--- config.mk ---
export PLATFORM = sky130hd
export DESIGN_NAME = tiny_nn_seq
export DESIGN_NICKNAME = d
export VERILOG_FILES = /design/src/rtl/tiny_nn_pkg.sv /design/src/rtl/tiny_nn_out_ser.sv /design/src/rtl/tiny_nn_seq.sv
export SDC_FILE = /design/constraint.sdc
export NUM_CORES = 1
export LEC_CHECK = 0
export CAP_MARGIN = 25
export CORE_MARGIN = 3
export CORE_UTILIZATION = 49
export CTS_CLUSTER_SIZE = 40
export DETAILED_ROUTE_END_ITERATION = 10
export PLACE_DENSITY = 0.82
export SETUP_SLACK_MARGIN = 0.3
export SLEW_MARGIN = 10
export SYNTH_ARGS = -nofsm -noshare
export SYNTH_HDL_FRONTEND = slang
export SYNTH_SLANG_ARGS = --single-unit
--- constraint.sdc ---
create_clock -name clk_i -period 2.64 [get_ports clk_i]
set_input_delay 0.264 -clock clk_i [delete_from_list [all_inputs] [get_ports clk_i]]
set_output_delay 0.264 -clock clk_i [all_outputs]
set_load 0.02 [all_outputs]
--- src/rtl/tiny_nn_pkg.sv ---
// Shared types and command encodings for the tiny_nn datapath and its command sequencer.
package tiny_nn_pkg;

    typedef logic [15:0] fp_t;

    localparam fp_t FPStdNaN = 16'h7e00;

    localparam logic [3:0] CmdOpConvolve   = 4'h1;
    localparam logic [3:0] CmdOpAccumulate = 4'h2;
    localparam logic [3:0] CmdOpTest       = 4'h3;

    localparam int unsigned CmdConvReuseBit = 11;
    localparam int unsigned CmdAccReluBit   = 8;

    typedef enum logic [3:0] {
        SeqIdle      = 4'd0,
        SeqParamIn   = 4'd1,
        SeqConvExec  = 4'd2,
        SeqConvEnd   = 4'd3,
        SeqAccBias   = 4'd4,
        SeqAccExec   = 4'd5,
        SeqAccEnd1   = 4'd6,
        SeqAccEnd2   = 4'd7,
        SeqTestCount = 4'd8,
        SeqTestPulse = 4'd9
    } seq_state_e;

    typedef enum logic [2:0] {
        OutOnes   = 3'd0,
        OutConv   = 3'd1,
        OutLow    = 3'd2,
        OutSkid   = 3'd3,
        OutDirect = 3'd4
    } out_sel_e;

endpackage

--- src/rtl/tiny_nn_out_ser.sv ---
// Output serialiser: selects a result slice, the skid byte or a direct value onto data_o;
// the bus idles at all-ones.
module tiny_nn_out_ser
    import tiny_nn_pkg::*;
#(
    parameter int unsigned OutWidth = 8,
    parameter int unsigned PhaseW   = 1
) (
    input  logic                clk_i,
    input  out_sel_e            sel_i,
    input  logic [PhaseW-1:0]   phase_i,
    input  fp_t                 result_i,
    input  logic                skid_cap_i,
    input  logic [OutWidth-1:0] direct_i,
    output logic [OutWidth-1:0] data_o
);

    localparam int unsigned Slices = 16 / OutWidth;

    logic [7:0] skid_q;
    fp_t        shifted;

    // The skid holds the high byte so an 8-bit bus can emit it on the following beat.
    always_ff @(posedge clk_i) begin
        if (skid_cap_i) begin
            skid_q <= result_i[15:8];
        end
    end

    assign shifted = result_i >> (32'(phase_i) * OutWidth);

    always_comb begin
        data_o = '1;
        case (sel_i)
            OutConv: begin
                if (32'(phase_i) < Slices) begin
                    data_o = shifted[OutWidth-1:0];
                end
            end
            OutLow: data_o = result_i[OutWidth-1:0];
            OutSkid: begin
                if (OutWidth == 8) begin
                    data_o = OutWidth'(skid_q);
                end
            end
            OutDirect: data_o = direct_i;
            default: data_o = '1;
        endcase
    end

endmodule

--- src/rtl/tiny_nn_seq.sv ---
// Command sequencer for tiny_nn_core: decodes the 16-bit command stream, drives the array
// control pins and serialises results onto an 8- or 16-bit output bus.
module tiny_nn_seq
    import tiny_nn_pkg::*;
#(
    parameter int unsigned ValArrayWidth  = 4,
    parameter int unsigned ValArrayHeight = 2,
    parameter int unsigned OutWidth       = 8,
    parameter int unsigned CountWidth     = 8,
    parameter int unsigned DrainCycles    = 4,
    localparam int unsigned RowSelW   = (ValArrayHeight > 1) ? $clog2(ValArrayHeight) : 1,
    localparam int unsigned NumParams = ValArrayWidth * ValArrayHeight
) (
    input  logic                      clk_i,
    input  logic                      rst_ni,
    input  logic [15:0]               data_i,
    output logic [OutWidth-1:0]       data_o,
    output logic                      busy_o,
    input  logic [15:0]               result_i,
    output logic [NumParams-1:0]      param_write_o,
    output logic [ValArrayHeight-1:0] val_shift_o,
    output logic [RowSelW-1:0]        mul_row_sel_o,
    output logic                      mul_en_o,
    output logic [1:0]                accumulate_en_o,
    output logic                      acc_loopback_o,
    output logic                      acc_out_relu_o,
    output logic [1:0]                acc_direct_en_o
);

    if (!(OutWidth == 8 || OutWidth == 16)) begin : g_bad_out_width
        $error("tiny_nn_seq: OutWidth must be 8 or 16");
    end
    if (ValArrayHeight < 1) begin : g_bad_height
        $error("tiny_nn_seq: ValArrayHeight must be at least 1");
    end

    seq_state_e            state_q, state_d;
    logic                  param_valid_q, param_valid_d;
    logic [NumParams-1:0]  param_write_q, param_write_d;
    logic [CountWidth-1:0] counter_q, counter_d;
    logic [CountWidth-1:0] start_count_q, start_count_d;
    logic [RowSelW-1:0]    phase_q, phase_d;
    logic                  relu_q, relu_d;

    logic                  in_conv;
    logic                  last_phase;
    logic                  is_nan;
    out_sel_e              out_sel;
    logic                  skid_cap;
    logic [OutWidth-1:0]   direct;

    assign in_conv    = (state_q == SeqConvExec) || (state_q == SeqConvEnd);
    assign last_phase = (phase_q == RowSelW'(ValArrayHeight - 1));
    assign is_nan     = (data_i == FPStdNaN);

    always_comb begin
        state_d       = state_q;
        param_valid_d = param_valid_q;
        param_write_d = param_write_q;
        counter_d     = counter_q;
        start_count_d = start_count_q;
        phase_d       = phase_q;
        relu_d        = relu_q;

        if (in_conv) begin
            phase_d = last_phase ? '0 : phase_q + 1'b1;
        end

        case (state_q)
            SeqIdle: begin
                case (data_i[15:12])
                    CmdOpConvolve: begin
                        if (data_i[CmdConvReuseBit] && param_valid_q) begin
                            state_d = SeqConvExec;
                            phase_d = '0;
                        end else begin
                            state_d       = SeqParamIn;
                            param_write_d = NumParams'(1);
                        end
                    end
                    CmdOpAccumulate: begin
                        start_count_d = data_i[CountWidth-1:0];
                        counter_d     = CountWidth'(1);
                        relu_d        = data_i[CmdAccReluBit];
                        state_d       = SeqAccBias;
                    end
                    CmdOpTest: begin
                        if (data_i[11:8] == 4'd1) begin
                            state_d   = SeqTestCount;
                            counter_d = data_i[CountWidth-1:0];
                        end else if (data_i[11:8] == 4'd0) begin
                            state_d   = SeqTestPulse;
                            counter_d = CountWidth'(1);
                        end
                    end
                    default: state_d = SeqIdle;
                endcase
            end
            SeqParamIn: begin
                param_write_d = param_write_q << 1;
                if (param_write_q[NumParams-1]) begin
                    param_valid_d = 1'b1;
                    state_d       = SeqConvExec;
                    phase_d       = '0;
                end
            end
            SeqConvExec: begin
                if (is_nan) begin
                    state_d   = SeqConvEnd;
                    counter_d = CountWidth'(DrainCycles);
                end
            end
            SeqConvEnd: begin
                if (counter_q == '0) begin
                    state_d = SeqIdle;
                end else begin
                    counter_d = counter_q - 1'b1;
                end
            end
            SeqAccBias: state_d = SeqAccExec;
            SeqAccExec: begin
                // A terminator is only honoured mid-count so the pending emit is never lost.
                if (counter_q == '0) begin
                    counter_d = start_count_q;
                end else begin
                    counter_d = counter_q - 1'b1;
                    if (is_nan) begin
                        state_d = SeqAccEnd1;
                    end
                end
            end
            SeqAccEnd1: state_d = SeqAccEnd2;
            SeqAccEnd2: state_d = SeqIdle;
            SeqTestCount: begin
                if (counter_q == '0) begin
                    state_d = SeqIdle;
                end else begin
                    counter_d = counter_q - 1'b1;
                end
            end
            SeqTestPulse: begin
                if (data_i[15:8] == 8'hf0) begin
                    counter_d = counter_q - 1'b1;
                end else begin
                    state_d = SeqIdle;
                end
            end
            default: state_d = SeqIdle;
        endcase
    end

    always_ff @(posedge clk_i or negedge rst_ni) begin
        if (!rst_ni) begin
            state_q       <= SeqIdle;
            param_valid_q <= 1'b0;
            param_write_q <= '0;
        end else begin
            state_q       <= state_d;
            param_valid_q <= param_valid_d;
            param_write_q <= param_write_d;
        end
    end

    always_ff @(posedge clk_i) begin
        counter_q     <= counter_d;
        start_count_q <= start_count_d;
        phase_q       <= phase_d;
        relu_q        <= relu_d;
    end

    // Core controls decode purely from registered state, so reset clears them at once.
    always_comb begin
        val_shift_o     = '0;
        mul_row_sel_o   = '0;
        mul_en_o        = 1'b0;
        accumulate_en_o = 2'b00;
        acc_loopback_o  = 1'b0;
        acc_out_relu_o  = 1'b0;
        acc_direct_en_o = 2'b00;
        out_sel         = OutOnes;
        skid_cap        = 1'b0;
        direct          = '0;

        case (state_q)
            SeqConvExec, SeqConvEnd: begin
                val_shift_o     = ValArrayHeight'(1) << phase_q;
                mul_row_sel_o   = phase_q;
                mul_en_o        = 1'b1;
                accumulate_en_o = {last_phase, 1'b1};
                out_sel         = OutConv;
            end
            SeqAccBias: acc_direct_en_o = 2'b10;
            SeqAccExec: begin
                accumulate_en_o = 2'b10;
                acc_direct_en_o = 2'b01;
                if (counter_q == '0) begin
                    out_sel  = OutLow;
                    skid_cap = 1'b1;
                end else begin
                    acc_loopback_o = 1'b1;
                    acc_out_relu_o = relu_q && (counter_q == CountWidth'(1));
                    out_sel        = OutSkid;
                end
            end
            SeqAccEnd1: begin
                out_sel  = OutLow;
                skid_cap = 1'b1;
            end
            SeqAccEnd2: out_sel = OutSkid;
            SeqTestCount: begin
                out_sel = OutDirect;
                direct  = OutWidth'(counter_q);
            end
            SeqTestPulse: begin
                out_sel = OutDirect;
                direct  = counter_q[0] ? {(OutWidth/2){2'b10}} : {(OutWidth/2){2'b01}};
            end
            default: out_sel = OutOnes;
        endcase
    end

    assign busy_o        = (state_q != SeqIdle);
    assign param_write_o = param_write_q;

    tiny_nn_out_ser #(
        .OutWidth (OutWidth),
        .PhaseW   (RowSelW)
    ) u_out_ser (
        .clk_i      (clk_i),
        .sel_i      (out_sel),
        .phase_i    (phase_q),
        .result_i   (result_i),
        .skid_cap_i (skid_cap),
        .direct_i   (direct),
        .data_o     (data_o)
    );

endmodule

Word-level counts from Yosys, hierarchy flattened
Index checks and enable logic that the tools add are counted.
{"block": "word_totals", "register_bits": 39, "output_inout_bits": 27}
{"block": "op_classes", "n_addsub": 2, "eq_ne": 32, "shifts": 2, "n_mux": 44, "n_reduce_logical": 17}
{"op": "$mux 8", "count": 9}
{"op": "$pmux 8 s2", "count": 3}
{"op": "$pmux 8 s5", "count": 1}
{"op": "$mux 4", "count": 8}
{"op": "$pmux 4 s8", "count": 1}
{"op": "$pmux 8 s4", "count": 1}
{"op": "$eq 16x15->1 const B", "count": 1}
{"op": "$eq 4x2->1 const B", "count": 4}
{"op": "$eq 4x3->1 const B", "count": 4}
{"op": "$ne 2x2->1 const B", "count": 8}
{"op": "$shr 16x4->8", "count": 1}
{"op": "$pmux 3 s5", "count": 1}
{"op": "$mux 1", "count": 13}
{"op": "$eq 4x1->1 const B", "count": 3}
{"op": "$pmux 4 s3", "count": 1}
{"op": "$eq 4x4->1 const B", "count": 2}
{"op": "$eq 8x1->1 const B", "count": 1}
{"op": "$eq 8x8->1 const B", "count": 1}
{"op": "$logic_not 4->1", "count": 2}
{"op": "$logic_not 8->1", "count": 1}
{"op": "$pmux 2 s2", "count": 2}
{"op": "$sub 8x1->8 const B", "count": 1}
{"op": "$reduce_and 7->1", "count": 1}
{"op": "$eq 3x2->1 const B", "count": 2}
{"op": "18 further kinds", "count": 25}

Logic depth before layout (Yosys ltp)
{"block": "logic_depth", "depth_word": 6, "mapped_depth": 8, "depth_no_buf": 7}

By module
Synthesis repeated with hierarchy kept, for this count alone.
{"block": "unflattened", "hier_cells": 252, "area_unflattened_um2": 2514.9}
{"mod": "tiny_nn_seq", "instances": 1, "cells_per_inst": 204, "area_per_inst_um2": 1980.6}
{"mod": "tiny_nn_out_ser", "instances": 1, "cells_per_inst": 48, "area_per_inst_um2": 534.3}

Worst setup path after synthesis
OpenSTA, ideal clock, no wires.
{"block": "synth_timing", "kind": "register to output", "startpoint": "register counter_q[0]", "endpoint": "output data_o[0]", "t_arrival_ns": 2.212, "required_time_ns": 2.376, "slack_ns": 0.164, "path_stages_with_launch": 9, "n_path_buf": 1, "path_cell_list": "edfxtp_1 -> inv_1 -> ha_1 -> or3b_1 -> clkbuf_1 -> nor3_1 -> mux2i_1 -> nor2_2 -> a221o_1"}
{"block": "synth_between", "elab_chain_cells": 5, "word_cells_on_any_way": 10, "classes_between": "eq/ne: 4; mux: 5; reduce/logical: 1"}
{"item": "start, declared", "line_no": "tiny_nn_seq.sv:40", "rtl": "logic [CountWidth-1:0] counter_q, counter_d;"}
{"item": "start signal, assigned", "line_no": "tiny_nn_seq.sv:165", "rtl": "counter_q <= counter_d;"}
{"item": "$logic_not 8->1", "line_no": "tiny_nn_seq.sv:196", "rtl": "if (counter_q == '0) begin"}
{"item": "$mux 1", "line_no": "tiny_nn_seq.sv:196"}
{"item": "$pmux 3 s5", "line_no": "tiny_nn_seq.sv:184", "rtl": "case (state_q)"}
{"item": "$eq 3x3->1, or another cell as far along", "line_no": "tiny_nn_out_ser.sv:34", "rtl": "case (sel_i)"}
{"item": "$pmux 8 s4 *", "line_no": "tiny_nn_out_ser.sv:34"}
{"item": "end, declared", "line_no": "tiny_nn_seq.sv:17", "rtl": "output logic [OutWidth-1:0] data_o,"}
Mark *: on every way between the ends. The rest lies on a longest branch, timed or not.

Worst setup path after layout
{"block": "layout_timing", "startpoint": "register counter_q[2]", "endpoint": "output data_o[0]"}
{"block": "layout_between", "elab_chain_cells": 5, "word_cells_on_any_way": 8, "classes_between": "eq/ne: 4; mux: 3; reduce/logical: 1"}
{"item": "$logic_not 8->1 *", "line_no": "tiny_nn_seq.sv:196"}
{"item": "$mux 1 *", "line_no": "tiny_nn_seq.sv:196"}
{"item": "$pmux 3 s5 *", "line_no": "tiny_nn_seq.sv:184"}
{"item": "$eq 3x3->1, or another cell as far along", "line_no": "tiny_nn_out_ser.sv:34"}
{"item": "$pmux 8 s4 *", "line_no": "tiny_nn_out_ser.sv:34"}
Marks and branches as above.

==> results.md <==
* Net Sw Frac at 42.6%
* Initial DRC Count at 150
* Critical path launch point type: register
* Die ar. at 0.00581 mm^2
* Net count reported at finish at 364
* Worst Path Required at 2380 ps
* # IOs at 61
* Crit-path leading delay family: simple AND/OR/NAND/NOR gates
* Vias in the first global route at 2292
* Clock insertion delay at the later pin of the skew report at 290 ps
* PD cells at 1190 mW/mm^2
* Core box area at 0.00456 mm^2
* Overall power at 0.00414 W
* HP Class: in2async
* H-tree depth at 2
* CTS root buffer: clkbuf_8
* Switching pwr at 0.00176 W
* CP max stage delay at 590 ps
* Die Ht at around 76 um
* Clock skew at 8.73 ps
* Mapped cell area at about 0.0024 mm^2
* GPL Wtd Cong at 0.894
* Crit path capture type: output port
* Cts bufs inserted at 5
* Syn Area/Cell at 10.0 um^2
* Via count at ~2300
* Buf/Inv on CP at 2
* Internal at 0.00238 W
* Ys async rst share at 33.3%
* Syn. warnings at 0
* Fmax at 407 MHz
* Final setup violation count at 0
* Max IR drop VDD at about 0.00056 V
* Post-Synthesis Cells at 241
* Final min period at about 2500 ps
* Starting Density at between 50% and 60%
* Share of cells above drive strength 1 at about a fifth
* CP most frequent cell: buf_6
* Core Rows at 24
* I/O Buffers at 60
* Status: completed
* Synth cell types at 55
* Hpwl dp at 4750 um
* Rel. slew slack at 51.1%
* Initial antenna violation count at 0
* Total GRT Usage at between 20% and 30%
* Routed wire length at around 6600 um
* First drt pass iteration count at 6
* Combinational share of power at 64.8%
* Clock sinks at 39
* Die X at between 70 and 80 um
* First-pass GRT wire length at 11000 um
* Slowest library cell on the worst path: or4_4
* Remaining Overflow, GRT at 0
* Largest net degree at the start of global routing at 27
* Synthesis-to-layout area growth at 43.2%
* Antenna fix cells at 0
* CP max FO at 4
* Routed Antenna Nets at 0
* CTS tree: built
* Max cap viols at 0
* Vias per cell at approximately 6
* Register area share after synthesis at 45.3%
* Reg power frac at 25.9%
* RSZ-0062 raised after global routing: yes
* Worst-Margin Slew at approximately 730 ps
* Post-Syn Nets at 280
* Hold_buf cts at 0
* #FFs+latches synth at 39
* Post-synth top flop: edfxtp_1
* Slew Limit Fails at 0
* Tcrit/Tclk final at 93.0%
* Fillers at about 330
* Crit path kind: reg2out
* Per-cell routed wire length at 16.9 um
* Crit path DAT at 2190 ps
* Post-synth EDFFs at 25
* Min Hold Slack at 329 ps
* # DRC at 0
* Leak pwr at around 1.4 nW
* Final Hold Viols at 0
* Cell Chain, Critical Path: or4_4 -> nor3_4 -> mux2i_2 -> nor2_4 -> buf_6 -> a221o_1 -> buf_6
* Clk pwr share at a little under a tenth
* Clock transition at path regs at 80 ps
* Longest Clk Path Bufs at 2
## placed cells by master, fill, tap and decap left out, types with 7 or more instances in the layout
cell type,n
a21oi_1,14
a221o_1,13
a22o_1,7
buf_4,30
buf_6,12
clkdlybuf4s50_1,47
dfrtp_1,10
edfxtp_1,25
inv_1,9
mux2i_1,8
nand2_1,20
nor2_1,13
o211ai_1,9
## worst paths after layout
kind | start | to | slack, ps | cells after the start
setup / recovery | counter_q[2] | data_o[0] | 180 | 7
setup reg to reg | counter_q[2] | state_q[0] | 280 | 7
hold reg to reg | param_valid_q | param_valid_q | 490 | 1
min in group clk_i | param_valid_q | param_valid_q | 490 | 1
hold / removal | rst_ni | param_write_o[6] | 330 | 1
max in group asynchronous | rst_ni | state_q[2] | 1920 | 1
## area by class of cell
cell class / instances / area, um^2 / area share [%]
clock buffers: 6 / 72.6 / 2.09
clock inverters: 2 / 7.51 / 0.217
inverters: 11 / 41.3 / 1.19
multi-input cells: 175 / 1290 / 37.2
flip-flops and latches: 39 / 1100 / 31.7
well taps: 65 / 81.3 / 2.35
repair buffers: 93 / 873 / 25.2
## sequential cells by signal, indices dropped and copies added (netlist names)
name              flops
start_count_q         8
state_q               4
u_out_ser.skid_q      8
last_phase            1
param_valid_q         1
counter_q             8
param_write_o         8
relu_q                1
## synthesized netlist by cell type (all sizes together), types with 2 or more instances
cell    number  area share [%]
nor2b        2            0.52
mux2i        9             3.7
dfrtp       13              13
nand2       20             3.1
nor3b        2            0.62
or3          2            0.52
o211ai       9             2.8
a21oi       14             2.9
edfxtp      25              31
inv         11             1.7
xor2         4             1.4
a21o         3            0.93
buf          3            0.67
mux2         2            0.93
nor2        15             2.4
ha           5             2.6
and3b        2            0.72
or4          4             1.2
a31oi        4             1.0
clkbuf      13             2.0
a31o         2            0.72
nand3b       2            0.62
a41oi        2            0.72
and3         5             1.3
nand2b       4             1.0
nand3        6             1.4
o21ai        7             1.4
a22o         7             2.5
a221o       13             5.4
nor4         3            0.78
o21ba        2            0.83
xnor2        2            0.72
nor3         8             1.9
## routing by layer
metal / up-vias / global-route usage [%] / share of wire (%)
met5: - / 0 / 0
met4: 0 / 7.97 / 1.8
met3: 12 / 5.08 / 6.3
met2: 102 / 40.4 / 49
met1: 1120 / 27.5 / 43
li1: 1101 / - / -
## through the flow
stage / util [%] / cells / TNS, ps / setup slack, ps / area, um^2
5_1_grt: 75.9 / 391 / 0 / 98.1 / 3460
4_1_cts: 75.3 / 389 / 0 / 193 / 3440
6_report: 75.9 / 391 / 0 / 184 / 3460
2_1_floorplan: - / 241 / 0 / 310 / 2430
3_3_place_gp: 70.7 / 374 / 0 / 28.8 / 3230
3_5_place_dp: 70.7 / 374 / -259 / -44.9 / 3230
## cell families (layout without fill, tap and decap cells)
| logic type | after synthesis | after routing | share of synthesized area [%] |
|---|---|---|---|
| buffers and inverters | 27 | 112 | 4.40 |
| adders and majority gates | 5 | 5 | 2.59 |
| DFF | 39 | 39 | 45.3 |
| and+or+nand+nor | 82 | 82 | 18.8 |
| muxes | 11 | 11 | 4.66 |
| xor gates and xnor gates | 6 | 6 | 2.17 |
| AOI/OAI and AO/OA | 71 | 71 | 22.0 |
## power groups by stage
stage	Clock [W]	Combinational, W	Sequential (W)
2_1_floorplan	0	0.00148	0.00108
6_report	0.000384	0.00268	0.00107
3_5_place_dp	0	0.00243	0.00106
5_1_grt	0.000414	0.00288	0.00110
3_3_place_gp	0	0.00239	0.00106
4_1_cts	0.000382	0.00263	0.00107
## timing repair
action	4_1_cts	5_1_grt
pin swaps	12	7
buffers inserted	7	2
endpoints found under the setup margin	17	31
gates resized for setup	78	5
cloned	0	0
Note: power is estimated with default switching activity, not from simulation.
